### src/rtl/mc_ctrl_pkg.sv
// mc_ctrl_pkg: shared encodings for the multi-cycle MIPS main controller
package mc_ctrl_pkg;
  typedef enum logic [3:0] {
    S_FETCH     = 4'd0,
    S_DECODE    = 4'd1,
    S_MEM_ADDR  = 4'd2,
    S_MEM_RD    = 4'd3,
    S_MEM_WB    = 4'd4,
    S_MEM_WR    = 4'd5,
    S_R_EXEC    = 4'd6,
    S_R_WB      = 4'd7,
    S_ADDI_EXEC = 4'd8,
    S_ADDI_WB   = 4'd9,
    S_BRANCH    = 4'd10,
    S_JUMP      = 4'd11,
    S_JR        = 4'd12
  } state_e;
  localparam logic [5:0] OP_R    = 6'b000000;
  localparam logic [5:0] OP_LW   = 6'b100011;
  localparam logic [5:0] OP_SW   = 6'b101011;
  localparam logic [5:0] OP_BEQ  = 6'b000100;
  localparam logic [5:0] OP_J    = 6'b000010;
  localparam logic [5:0] OP_ADDI = 6'b001000;
  localparam logic [2:0] ALU_ADD   = 3'b000;
  localparam logic [2:0] ALU_SUB   = 3'b001;
  localparam logic [2:0] ALU_RTYPE = 3'b010;
  localparam logic [1:0] SRCB_B      = 2'b00;
  localparam logic [1:0] SRCB_4      = 2'b01;
  localparam logic [1:0] SRCB_IMM    = 2'b10;
  localparam logic [1:0] SRCB_IMM_SH = 2'b11;
  localparam logic [1:0] PCS_ALU    = 2'b00;
  localparam logic [1:0] PCS_ALUOUT = 2'b01;
  localparam logic [1:0] PCS_JUMP   = 2'b10;
  localparam logic [1:0] PCS_A      = 2'b11;
  typedef struct packed {
    logic       pc_write;
    logic       pc_write_cond;
    logic       i_or_d;
    logic       mem_read;
    logic       mem_write;
    logic       ir_write;
    logic       reg_dst;
    logic       mem_to_reg;
    logic       reg_write;
    logic       alu_src_a;
    logic [1:0] alu_src_b;
    logic [2:0] alu_op;
    logic [1:0] pc_source;
  } ctrl_t;
  function automatic logic op_legal(input logic [5:0] op);
    return op == OP_R || op == OP_LW || op == OP_SW || op == OP_BEQ || op == OP_J || op == OP_ADDI;
  endfunction
endpackage

### src/rtl/mc_ctrl_outdec.sv
// mc_ctrl_outdec: state to control-word decode; everything forced to 0 under reset
module mc_ctrl_outdec
  import mc_ctrl_pkg::*;
(
  input  state_e state,
  input  logic   mem_ready,
  input  logic   rst,
  output ctrl_t  ctrl
);
  always_comb begin
    ctrl = '0;
    if (!rst)
      case (state)
        S_FETCH: begin
          ctrl.mem_read  = 1'b1;
          ctrl.alu_src_b = SRCB_4;
          ctrl.ir_write  = mem_ready;
          ctrl.pc_write  = mem_ready;
        end
        S_DECODE: ctrl.alu_src_b = SRCB_IMM_SH;
        S_MEM_ADDR, S_ADDI_EXEC: begin
          ctrl.alu_src_a = 1'b1;
          ctrl.alu_src_b = SRCB_IMM;
        end
        S_MEM_RD: begin
          ctrl.mem_read = 1'b1;
          ctrl.i_or_d   = 1'b1;
        end
        S_MEM_WR: begin
          ctrl.mem_write = 1'b1;
          ctrl.i_or_d    = 1'b1;
        end
        S_MEM_WB: begin
          ctrl.reg_write  = 1'b1;
          ctrl.mem_to_reg = 1'b1;
        end
        S_R_EXEC: begin
          ctrl.alu_src_a = 1'b1;
          ctrl.alu_op    = ALU_RTYPE;
        end
        S_R_WB: begin
          ctrl.reg_write = 1'b1;
          ctrl.reg_dst   = 1'b1;
        end
        S_ADDI_WB: ctrl.reg_write = 1'b1;
        S_BRANCH: begin
          ctrl.alu_src_a     = 1'b1;
          ctrl.alu_op        = ALU_SUB;
          ctrl.pc_write_cond = 1'b1;
          ctrl.pc_source     = PCS_ALUOUT;
        end
        S_JUMP: begin
          ctrl.pc_write  = 1'b1;
          ctrl.pc_source = PCS_JUMP;
        end
        S_JR: begin
          ctrl.pc_write  = 1'b1;
          ctrl.pc_source = PCS_A;
        end
        default: ;
      endcase
  end
endmodule

### src/rtl/mc_main_ctrl.sv
// mc_main_ctrl: multi-cycle MIPS main FSM; state register and next-state logic
module mc_main_ctrl
  import mc_ctrl_pkg::*;
(
  input  logic       clk_i,
  input  logic       rst_i,
  input  logic [5:0] op_i,
  input  logic       jr_i,
  input  logic       mem_ready_i,
  output logic       pc_write_o,
  output logic       pc_write_cond_o,
  output logic       i_or_d_o,
  output logic       mem_read_o,
  output logic       mem_write_o,
  output logic       ir_write_o,
  output logic       reg_dst_o,
  output logic       mem_to_reg_o,
  output logic       reg_write_o,
  output logic       alu_src_a_o,
  output logic [1:0] alu_src_b_o,
  output logic [2:0] alu_op_o,
  output logic [1:0] pc_source_o,
  output logic       illegal_o,
  output logic [3:0] state_o
);
  state_e state, state_nxt;
  ctrl_t  ctrl;
  always_ff @(posedge clk_i)
    state <= rst_i ? S_FETCH : state_nxt;
  always_comb begin
    state_nxt = S_FETCH;
    case (state)
      S_FETCH:     state_nxt = mem_ready_i ? S_DECODE : S_FETCH;
      S_DECODE:    state_nxt = (op_i == OP_LW || op_i == OP_SW) ? S_MEM_ADDR :
                               op_i == OP_R    ? (jr_i ? S_JR : S_R_EXEC) :
                               op_i == OP_ADDI ? S_ADDI_EXEC :
                               op_i == OP_BEQ  ? S_BRANCH :
                               op_i == OP_J    ? S_JUMP : S_FETCH;
      S_MEM_ADDR:  state_nxt = op_i == OP_LW ? S_MEM_RD : S_MEM_WR;
      S_MEM_RD:    state_nxt = mem_ready_i ? S_MEM_WB : S_MEM_RD;
      S_MEM_WR:    state_nxt = mem_ready_i ? S_FETCH : S_MEM_WR;
      S_R_EXEC:    state_nxt = S_R_WB;
      S_ADDI_EXEC: state_nxt = S_ADDI_WB;
      default:     state_nxt = S_FETCH;
    endcase
  end
  mc_ctrl_outdec u_outdec (
    .state     (state),
    .mem_ready (mem_ready_i),
    .rst       (rst_i),
    .ctrl      (ctrl)
  );
  assign pc_write_o      = ctrl.pc_write;
  assign pc_write_cond_o = ctrl.pc_write_cond;
  assign i_or_d_o        = ctrl.i_or_d;
  assign mem_read_o      = ctrl.mem_read;
  assign mem_write_o     = ctrl.mem_write;
  assign ir_write_o      = ctrl.ir_write;
  assign reg_dst_o       = ctrl.reg_dst;
  assign mem_to_reg_o    = ctrl.mem_to_reg;
  assign reg_write_o     = ctrl.reg_write;
  assign alu_src_a_o     = ctrl.alu_src_a;
  assign alu_src_b_o     = ctrl.alu_src_b;
  assign alu_op_o        = ctrl.alu_op;
  assign pc_source_o     = ctrl.pc_source;
  assign illegal_o       = !rst_i && state == S_DECODE && !op_legal(op_i);
  assign state_o         = state;
endmodule

### config.mk
export PLATFORM = sky130hd
export DESIGN_NAME = mc_main_ctrl
export DESIGN_NICKNAME = d
export VERILOG_FILES = /design/src/rtl/mc_ctrl_pkg.sv /design/src/rtl/mc_ctrl_outdec.sv /design/src/rtl/mc_main_ctrl.sv
export SDC_FILE = /design/constraint.sdc
export NUM_CORES = 1
export LEC_CHECK = 0
export ABC_CLOCK_PERIOD_IN_PS = 4300
export CELL_PAD_IN_SITES_DETAIL_PLACEMENT = 0
export CELL_PAD_IN_SITES_GLOBAL_PLACEMENT = 1
export CORE_MARGIN = 8
export CORE_UTILIZATION = 30
export DETAILED_ROUTE_END_ITERATION = 7
export GPL_TIMING_DRIVEN = 0
export PLACE_DENSITY_LB_ADDON = 0.3
export SYNTH_ARGS = -nofsm -noshare
export SYNTH_HDL_FRONTEND = slang
export SYNTH_HIERARCHICAL = 1
export SYNTH_SLANG_ARGS = --single-unit
### constraint.sdc
create_clock -name clk_i -period 4.3 [get_ports clk_i]
set_input_delay 0.86 -clock clk_i [delete_from_list [all_inputs] [get_ports clk_i]]
set_output_delay 0.86 -clock clk_i [all_outputs]
set_load 0.01 [all_outputs]
==> reports/summary.txt <==
Status: finished clean
Fillers: 238
Fin crit share: 0.824
Antenna diodes: 0
Final hold viol count: 0
Clk slew on worst S/H paths: 0.04 ns
Hold endpoint: state_o[1]$_SDFF_PP0_
Clock sinks: 4
Final wirelength: 2070 µm
Post-synthesis async set-or-reset flop share: 0
Ports: 32
Fraction of layout cells with a size suffix above 1: 0.147
Vias: 816
Clock root buffer master: clkbuf_4
Setup-failing EPs final: 0
Worst min path class: reg -> reg
Vias per cell: 5.20
First-pass GRT wire length: 3530 µm
Slew margin rel.: 0.661
WP data arrival: 2.68 ns
Unrepaired setup endpoints after global routing: false
Synth unique cells: 43
Remaining global-route overflow: 0
Post-route cell area: 1050 µm²
Cell row count: 17
CP Launch Type: input port
Clk_lat worst skew: 0.23 ns
Worst Path Max Fanout: 10
Top cell by count, worst path: clkdlybuf4s50_1
DR pass1 iterations: 3
Max-slew violation count: 0
FMAX: 282 MHz
Initial antenna violation count: 0
CTS Buf Count: 3
Worst Hold Launch: state_o[1]$_SDFF_PP0_
Ys Warns: 6
Final HPWL DP: 1600 µm
Pwr dens: 131 nW/µm²
Max reg flops: 4
Port Buf Inserts: 30
Max clock buf depth: 2
TritonCTS clock tree: done
Worst Setup Slack, final: 0.759 ns
CP endpoint kind: output port
Most frequent cells in the layout: clkdlybuf4s50_1 (30), nor3_1 (8), buf_2 (6)
Die W: 63.9 µm
Peak supply drop: 0.000121 V
CP max stage delay: 0.56 ns
Post-CTS setup buffer count: 0
Synth Cell Area: 688 µm²
CP required: 3.44 ns
Total Routing Usage GR: 0.0977
DR DRC count: 0
Final Critical Period: 3.54 ns
Post_cts resized: 0
R2r setup slk: 2.54 ns
Top delay family on crit path: buffers and inverters
Max Cap Violations: 0
Setup tns final: 0 ns
Post-Syn Nets: 106
Vias in the first global route: 770
Detail Route Antenna Nets: 0
Commonest non-fill, non-tap cell in the layout: clkdlybuf4s50_1
Worst Hold Path Cells: 3
LEAKAGE: 0.000345 µW
WL per Instance: 13.2 µm
Sequential area share after synthesis: 0.116
Die height: 63.9 µm
Initial Util: 0.314
Skew final: 0.00391 ns
Critical path's slowest cell: clkdlybuf4s50_1
Largest net degree at the start of global routing: 14
H-tree depth: 1
Reg2Reg Depth: 5
Cell count after synthesis: 96
Crit Reg-Reg Startpoint: state_o[0]$_SDFF_PP0_
Type of the worst setup path: in -> out
Placer Congestion: 0.772
Starting DRT DRC Count: 11
Slew @ Worst Pin: 0.503 ns
Placed inst area: 1020 µm²
Dpl ws: 0.751 ns
Post-synth top flop: dfxtp_1
Reg2reg end: state_o[1]$_SDFF_PP0_
Number of flops mapped to enable cells by yosys: 0
Area grow syn2layout: 52.0%
Hold_buf cts: 0
Syn Area/Cell: 7.17 µm²
CORE AREA: 2190 µm²
Full die area: 4080 µm²
Synth Register Bits: 4
Nets: 141
Critical-path cell list: clkdlybuf4s50_1 > clkbuf_1 > nor3_1 > buf_4 > clkdlybuf4s50_1
Crit path buffers/inverters: 4
==> through the flow <==
step	util	hold slack, ns	power, µW	std cells
after global routing	0.477	0.716	150	157
after CTS	0.477	0.692	139	157
final	0.477	0.686	137	157
after global placement	0.467	0.686	92.6	154
after detailed placement	0.467	0.685	93.0	154
after floorplan	-	0.625	66.0	96
==> power breakdown <==
group          leakage (µW)  internal, µW  switching [µW]
registers         0.0000325          38.2            1.24
logic              0.000299          26.9            26.3
clock network     0.0000138          31.1            13.7
==> worst max path at each step <==
stage	startpoint	end	slack [ns]	depth (start not counted)
after floorplan	rst_i	pc_write_cond_o	1.83	3
after global placement	rst_i	alu_src_a_o	0.78	4
after detailed placement	rst_i	pc_write_cond_o	0.75	5
after CTS	rst_i	pc_write_cond_o	0.75	5
after global routing	op_i[3]	illegal_o	0.64	5
final	rst_i	pc_write_cond_o	0.76	5
==> layout make-up <==
cell class,instances,area [µm²],area share
buffer,11,63.8,0.0610
tap,28,35.0,0.0335
timing repair buffer,30,300,0.287
clock buffer,3,22.5,0.0215
multi-input combinational,78,533,0.510
sequential,4,80.1,0.0766
inverter,3,11.3,0.0108
==> synth_stat cells, types with 2 or more instances <==
cell type / number / share of area
nor3_1: 8 / 0.058
inv_1: 3 / 0.016
nand3_1: 3 / 0.022
o21ai_0: 5 / 0.036
a31oi_1: 3 / 0.027
a21oi_1: 4 / 0.029
a21o_1: 2 / 0.022
buf_2: 6 / 0.044
nor2_1: 5 / 0.027
a2111oi_2: 2 / 0.044
nor2b_1: 2 / 0.018
clkbuf_1: 2 / 0.011
nor3b_1: 3 / 0.033
buf_4: 2 / 0.022
or4_1: 2 / 0.022
nand2b_1: 3 / 0.027
nand2_1: 5 / 0.027
nor4b_1: 5 / 0.064
dfxtp_1: 4 / 0.12
nor4_1: 4 / 0.036
==> per-layer routing <==
layer  GRT usage  wire length [µm]
met1       0.116               943
met2       0.171               998
met3      0.0174               116
met4      0.0334                15
met5           0                 0
==> cells by family after synthesis <==
| logic type | share of synthesized area |
|---|---|
| other | 0.00545 |
| xor gates and xnor gates | 0.0255 |
| DFF | 0.116 |
| adders and majority gates | 0.0145 |
| AOI/OAI and AO/OA | 0.256 |
| muxes | 0.0218 |
| buffers and inverters | 0.109 |
| and+or+nand+nor | 0.451 |
==> worst reg2reg max path, delay by kind of cell, from the launching register on <==
kind,cells,cell delay (ns)
DFF,1,0.38
buffers and inverters,1,0.23
AOI/OAI and AO/OA,3,0.57
and+or+nand+nor,1,0.51
(Power assumes the default switching activity.)
